[src/rtl/melody_pkg.sv]
// Shared types for the melody sequencer: score entry layout, note codes and FSM states.
package melody_pkg;

    localparam int unsigned ENTRY_W  = 16;
    localparam int unsigned FIELD_W  = 4;
    localparam int unsigned DUR_W    = 8;
    localparam int unsigned NOTE_LSB = 12;
    localparam int unsigned OCT_LSB  = 8;
    localparam int unsigned DUR_LSB  = 0;

    localparam logic [FIELD_W-1:0] NOTE_C    = 4'd0;
    localparam logic [FIELD_W-1:0] NOTE_CS   = 4'd1;
    localparam logic [FIELD_W-1:0] NOTE_D    = 4'd2;
    localparam logic [FIELD_W-1:0] NOTE_DS   = 4'd3;
    localparam logic [FIELD_W-1:0] NOTE_E    = 4'd4;
    localparam logic [FIELD_W-1:0] NOTE_F    = 4'd5;
    localparam logic [FIELD_W-1:0] NOTE_FS   = 4'd6;
    localparam logic [FIELD_W-1:0] NOTE_G    = 4'd7;
    localparam logic [FIELD_W-1:0] NOTE_GS   = 4'd8;
    localparam logic [FIELD_W-1:0] NOTE_A    = 4'd9;
    localparam logic [FIELD_W-1:0] NOTE_AS   = 4'd10;
    localparam logic [FIELD_W-1:0] NOTE_B    = 4'd11;
    localparam logic [FIELD_W-1:0] NOTE_REST = 4'd15;

    localparam logic [DUR_W-1:0] END_DUR = 8'd0;

    typedef enum logic [2:0] {
        IDLE,
        FETCH,
        DECODE,
        PLAY,
        GAP,
        ADVANCE
    } state_e;

    typedef struct packed {
        logic [FIELD_W-1:0] note;
        logic [FIELD_W-1:0] octave;
        logic [DUR_W-1:0]   dur;
    } entry_t;

    function automatic entry_t decode_entry(input logic [ENTRY_W-1:0] raw);
        entry_t e;
        e.note   = raw[NOTE_LSB +: FIELD_W];
        e.octave = raw[OCT_LSB +: FIELD_W];
        e.dur    = raw[DUR_LSB +: DUR_W];
        return e;
    endfunction

    // Codes above B (12..14) and the explicit rest code all play silently.
    function automatic logic is_rest(input logic [FIELD_W-1:0] n);
        return (n > NOTE_B) || (n == NOTE_REST);
    endfunction

endpackage

[src/rtl/melody_sequencer_tick_timer.sv]
// Free-running cycle counter that pulses tick on the last cycle of each PERIOD while enabled.
module tick_timer #(
    parameter int unsigned PERIOD = 4
) (
    input  logic clk,
    input  logic rst,
    input  logic en,
    input  logic clr,
    output logic tick
);

    localparam int unsigned CNT_W = (PERIOD > 1) ? $clog2(PERIOD) : 1;
    localparam logic [CNT_W-1:0] LAST = (PERIOD > 1) ? CNT_W'(PERIOD - 1) : '0;

    logic [CNT_W-1:0] cnt_q;
    logic [CNT_W-1:0] cnt_d;

    always_comb begin
        cnt_d = cnt_q;
        if (clr) begin
            cnt_d = '0;
        end else if (en) begin
            cnt_d = (cnt_q == LAST) ? '0 : cnt_q + CNT_W'(1);
        end
    end

    always_ff @(posedge clk) begin
        if (rst) begin
            cnt_q <= '0;
        end else begin
            cnt_q <= cnt_d;
        end
    end

    assign tick = en && !clr && (cnt_q == LAST);

endmodule

[src/rtl/melody_sequencer.sv]
// Steps through an external score ROM and drives note/octave/mute for the pitch generator.
module melody_sequencer
    import melody_pkg::*;
#(
    parameter int unsigned TICK_CYCLES = 6_250_000,
    parameter int unsigned GAP_CYCLES  = 1_000_000,
    parameter int unsigned ADDR_W      = 8
) (
    input  logic                clk,
    input  logic                rst,
    input  logic                start,
    input  logic                stop,
    input  logic                pause,
    input  logic                loop,
    output logic [ADDR_W-1:0]   rom_addr,
    input  logic [ENTRY_W-1:0]  rom_data,
    output logic [FIELD_W-1:0]  note,
    output logic [FIELD_W-1:0]  octave,
    output logic                mute,
    output logic                busy,
    output logic                done
);

    state_e              state_q;
    logic [ADDR_W-1:0]   rom_addr_q;
    logic [FIELD_W-1:0]  note_q;
    logic [FIELD_W-1:0]  octave_q;
    logic [DUR_W-1:0]    dur_q;
    logic                mute_q;
    logic                busy_q;
    logic                done_q;

    entry_t entry_c;
    logic   play_en_c;
    logic   play_clr_c;
    logic   play_tick_c;
    logic   gap_en_c;
    logic   gap_clr_c;
    logic   gap_tick_c;
    logic   end_c;

    assign entry_c    = decode_entry(rom_data);
    assign play_en_c  = (state_q == PLAY) && !pause;
    assign play_clr_c = (state_q != PLAY);
    assign gap_en_c   = (state_q == GAP) && !pause;
    assign gap_clr_c  = (state_q != GAP);

    // End of score: explicit end marker, or stepping past the last ROM address.
    assign end_c = ((state_q == DECODE) && (entry_c.dur == END_DUR)) ||
                   ((state_q == ADVANCE) && (rom_addr_q == {ADDR_W{1'b1}}));

    tick_timer #(.PERIOD(TICK_CYCLES)) u_dur_timer (
        .clk  (clk),
        .rst  (rst),
        .en   (play_en_c),
        .clr  (play_clr_c),
        .tick (play_tick_c)
    );

    tick_timer #(.PERIOD(GAP_CYCLES)) u_gap_timer (
        .clk  (clk),
        .rst  (rst),
        .en   (gap_en_c),
        .clr  (gap_clr_c),
        .tick (gap_tick_c)
    );

    always_ff @(posedge clk) begin
        if (rst) begin
            state_q    <= IDLE;
            rom_addr_q <= '0;
            note_q     <= '0;
            octave_q   <= '0;
            dur_q      <= '0;
            mute_q     <= 1'b1;
            busy_q     <= 1'b0;
            done_q     <= 1'b0;
        end else begin
            done_q <= 1'b0;
            if (stop) begin
                state_q    <= IDLE;
                rom_addr_q <= '0;
                mute_q     <= 1'b1;
                busy_q     <= 1'b0;
            end else begin
                case (state_q)
                    IDLE: begin
                        if (start) begin
                            state_q <= FETCH;
                            busy_q  <= 1'b1;
                        end
                    end
                    FETCH: state_q <= DECODE;
                    DECODE: begin
                        if (!end_c) begin
                            note_q   <= entry_c.note;
                            octave_q <= entry_c.octave;
                            dur_q    <= entry_c.dur;
                            mute_q   <= is_rest(entry_c.note);
                            state_q  <= PLAY;
                        end
                    end
                    PLAY: begin
                        mute_q <= pause || is_rest(note_q);
                        if (play_tick_c) begin
                            if (dur_q == DUR_W'(1)) begin
                                mute_q  <= 1'b1;
                                state_q <= (GAP_CYCLES == 0) ? ADVANCE : GAP;
                            end else begin
                                dur_q <= dur_q - DUR_W'(1);
                            end
                        end
                    end
                    GAP: begin
                        if (gap_tick_c) begin
                            state_q <= ADVANCE;
                        end
                    end
                    ADVANCE: begin
                        if (!end_c) begin
                            rom_addr_q <= rom_addr_q + ADDR_W'(1);
                            state_q    <= FETCH;
                        end
                    end
                    default: state_q <= IDLE;
                endcase

                // Looping restarts silently; otherwise finish with a single done pulse.
                if (end_c) begin
                    rom_addr_q <= '0;
                    if (loop) begin
                        state_q <= FETCH;
                    end else begin
                        state_q <= IDLE;
                        busy_q  <= 1'b0;
                        done_q  <= 1'b1;
                    end
                end
            end
        end
    end

    assign rom_addr = rom_addr_q;
    assign note     = note_q;
    assign octave   = octave_q;
    assign mute     = mute_q;
    assign busy     = busy_q;
    assign done     = done_q;

endmodule
[config.mk]
export PLATFORM = sky130hd
export DESIGN_NAME = melody_sequencer
export DESIGN_NICKNAME = d
export VERILOG_FILES = /design/src/rtl/melody_pkg.sv /design/src/rtl/melody_sequencer_tick_timer.sv /design/src/rtl/melody_sequencer.sv
export SDC_FILE = /design/constraint.sdc
export NUM_CORES = 1
export LEC_CHECK = 0
export ABC_AREA = 0
export CORE_ASPECT_RATIO = 0.9
export CORE_MARGIN = 2
export CORE_UTILIZATION = 56
export DETAILED_ROUTE_END_ITERATION = 10
export GPL_TIMING_DRIVEN = 1
export PLACE_DENSITY_LB_ADDON = 0.2
export RECOVER_POWER = 25
export SYNTH_ARGS = -nofsm -noshare
export SYNTH_HDL_FRONTEND = slang
export SYNTH_SLANG_ARGS = --single-unit
[constraint.sdc]
create_clock -name clk -period 2.15 [get_ports clk]
set_clock_uncertainty 0.1 [all_clocks]
set_input_delay 0.43 -clock clk [delete_from_list [all_inputs] [get_ports clk]]
set_output_delay 0.43 -clock clk [all_outputs]
set_load 0.05 [all_outputs]
==> run summary <==
status: completed
Die Area: 7257 µm²
GRT overflow: 0
synthesized flop and latch total: 73
commonest non-fill, non-tap cells in the layout: 73 x dfxtp_1, 63 x nor2_1, 49 x nand2_1
distinct cell type count after synthesis: 65
Seq/Total Area, Yosys: 39.59%
number of DRC markers in iteration 0: 200
Antenna Cells: 0
# IOs: 41
initial antenna violation count: 0
commonest non-fill, non-tap cell in the layout: dfxtp_1
Finish-stage setup viols: 0
reg2reg path depth: 6
number of vias per cell: 5.467
Slew Viols, Final: 0
NetSw: 0.5690 mW
hold slack: 0.3578 ns
DR WL/cell: 13.99 µm
Worst setup SP type: flip-flop
worst r2r src: u_dur_timer.cnt_q[4]$_SDFFE_PP0P_
largest net degree at the start of global routing: 23
routability cong.: 0.8917
Clock Latency Late Sink: 0.34 ns
number of buffers added on ports: 40
Worst Hold Launch: octave[1]$_SDFFE_PP0P_
Reg clk slew, reported paths: 0.07 ns
Post-Syn Instances: 428
effective utilization at floorplan: 56.95%
Syn. warnings: 0
reg2reg end: dur_q[4]$_SDFFE_PP0P_
Crit Path Class: reg -> out
# rows: 28
core area: 6481 µm²
first-pass GRT wire length: 13730 µm
crit end category: output port
Slew headroom: 59.76%
R2R Setup Slk: 0.07 ns
layout net count: 530
number of global-route vias before repair: 3110
fin crit period: 2.092 ns
WL final: 8364 µm
Most used DFF post-synth: dfxtp_1
Critical Path RT: 1.62 ns
Hold Vio Cnt, Final: 0
die width: 89.58 µm
Mapped Avg Cell Area: 8.624 µm²
drc violations: 0
DP HPWL: 5847 µm
CP top delay family: buffers and inverters
Post-synth EDFFs: 0
Root Buffer: clkbuf_8
Clk pwr share: 45.6%
post-route ant nets: 0
Seq pwr share: 49.1%
Synth async-reset ratio: 0%
htree depth: 3
Buf/Inv on CP: 1
Pint: 2.207 mW
Die Ht: 81.02 µm
CTS Hold Buffers Added: 0
hold depth: 2
Worst Path Arrival: 1.56 ns
Area Growth Syn to Fin: 27.36%
Cell Area, Synth: 3691 µm²
fillers: 490
# clock sinks: 73
worst min-delay path class: reg -> reg
power per cell area: 590.5 nW/µm²
f_max: 478.0 MHz
worst-path cell chain: clkdlybuf4s50_1
slew of the pin with the lowest slew margin: 0.6062 ns
fin util: 72.53%
GRT Overall Usage: 24.07%
routed via count: 3269
CTS tree: done
clock buffer count from CTS: 9
clk buf depth: 2
final period utilization: 97.31%
max-cap check violation count: 0
P_leak: 1.627 nW
max incr delay on CP: 0.84 ns
hold endpoint: octave[1]$_SDFFE_PP0P_
Logic pwr share: 5.3%
syn_nets: 455
slowest stage cell, crit path: clkdlybuf4s50_1
Max VDD drop: 0.0004669 V
Switching Share: 20.50%
share of cells above drive strength 1: 16.14%
Pre-Repair DR Iteration Count: 4
worst-path fanout max: 3
-- Yosys cell counts, types with 6 or more instances --
cell type / n / area [µm²]
dfxtp_1: 73 / 1461
nor2_1: 63 / 236.5
nand2_1: 49 / 183.9
xnor2_1: 24 / 210.2
xor2_1: 22 / 192.7
a21oi_1: 20 / 100.1
nand3_1: 18 / 90.09
nor3_1: 13 / 65.06
inv_1: 11 / 41.29
nand4_1: 10 / 62.56
nor4b_1: 10 / 87.58
clkbuf_1: 8 / 30.03
nand2b_1: 7 / 43.79
nor4_1: 7 / 43.79
and3_1: 6 / 37.54
-- metrics by stage --
stage | TNS (ns) | std cells | setup slack [ns] | cell area, µm² | power, mW
6_report | 0 | 598 | 0.05778 | 4701 | 2.776
5_1_grt | -0.03587 | 598 | -0.03587 | 4701 | 2.874
4_1_cts | 0 | 597 | 0.002727 | 4664 | 2.805
3_5_place_dp | -11.55 | 581 | -0.4208 | 4423 | 1.537
3_3_place_gp | -10.34 | 581 | -0.3796 | 4423 | 1.535
2_1_floorplan | 0 | 428 | 0.09421 | 3691 | 1.451
-- registers in the layout, indices dropped and copies added (netlist names) --
| register | count |
|---|---|
| busy | 1 |
| done | 1 |
| dur_q | 8 |
| mute | 1 |
| note | 4 |
| octave | 4 |
| rom_addr | 8 |
| state_q | 3 |
| u_dur_timer.cnt_q | 23 |
| u_gap_timer.cnt_q | 20 |
-- final cells by class --
type / instances / area [µm²] / area share (%)
Multi-Input combinational cell: 327 / 2171 / 46.18
Sequential cell: 73 / 1461 / 31.09
Timing Repair Buffer: 81 / 679.4 / 14.45
Clock buffer: 11 / 131.4 / 2.795
Tap cell: 90 / 112.6 / 2.396
Clock inverter: 5 / 103.9 / 2.209
Inverter: 11 / 41.29 / 0.8784
-- timing repair --
item | 4_1_cts | 5_1_grt
setup buffers | 0 | 1
gates resized for setup | 3 | 14
setup endpoints to repair | 2 | 26
pin swaps | 0 | 5
-- layer usage --
layer	track usage, %	part of all wire [%]
met3	7.927	4.8
met5	0	0
met2	40.66	48
met4	5.821	1.6
met1	29.55	45
-- worst max path at each step --
stage	start	endpoint	slack [ns]	cells after the start
floorplan	rom_addr[0]$_SDFFE_PP0P_	state_q[0]$_SDFFE_PP0P_	0.09	6
global placement	pause	mute$_SDFFE_PP1P_	-0.38	8
detailed placement	pause	mute$_SDFFE_PP1P_	-0.42	8
CTS	rom_addr[4]$_SDFFE_PP0P_	rom_addr[4]	0.003	1
global route	u_dur_timer.cnt_q[0]$_SDFFE_PP0P_	dur_q[4]$_SDFFE_PP0P_	-0.04	7
finish	note[3]$_SDFFE_PP0P_	note[3]	0.06	1
-- cells by family (layout without fill, tap and decap cells) --
kind of cell	count (synthesis)	in the layout	synth area share [%]
adder cells (fa/ha/maj)	5	5	1.695
buffers and inverters	28	108	3.661
XOR/XNOR	46	46	10.92
flip-flops	73	73	39.59
AND/OR/NAND/NOR	227	227	35.25
AO/OA/AOI/OAI	48	48	8.611
multiplexers	1	1	0.2712
-- power groups by stage --
stage | clock, mW | sequential [mW] | combinational (mW)
final | 1.27 | 1.36 | 0.147
after floorplan | 0 | 1.40 | 0.0495
after global placement | 0 | 1.39 | 0.142
after global routing | 1.35 | 1.36 | 0.157
after CTS | 1.30 | 1.36 | 0.145
after detailed placement | 0 | 1.39 | 0.144
(Power assumes the default switching activity.)
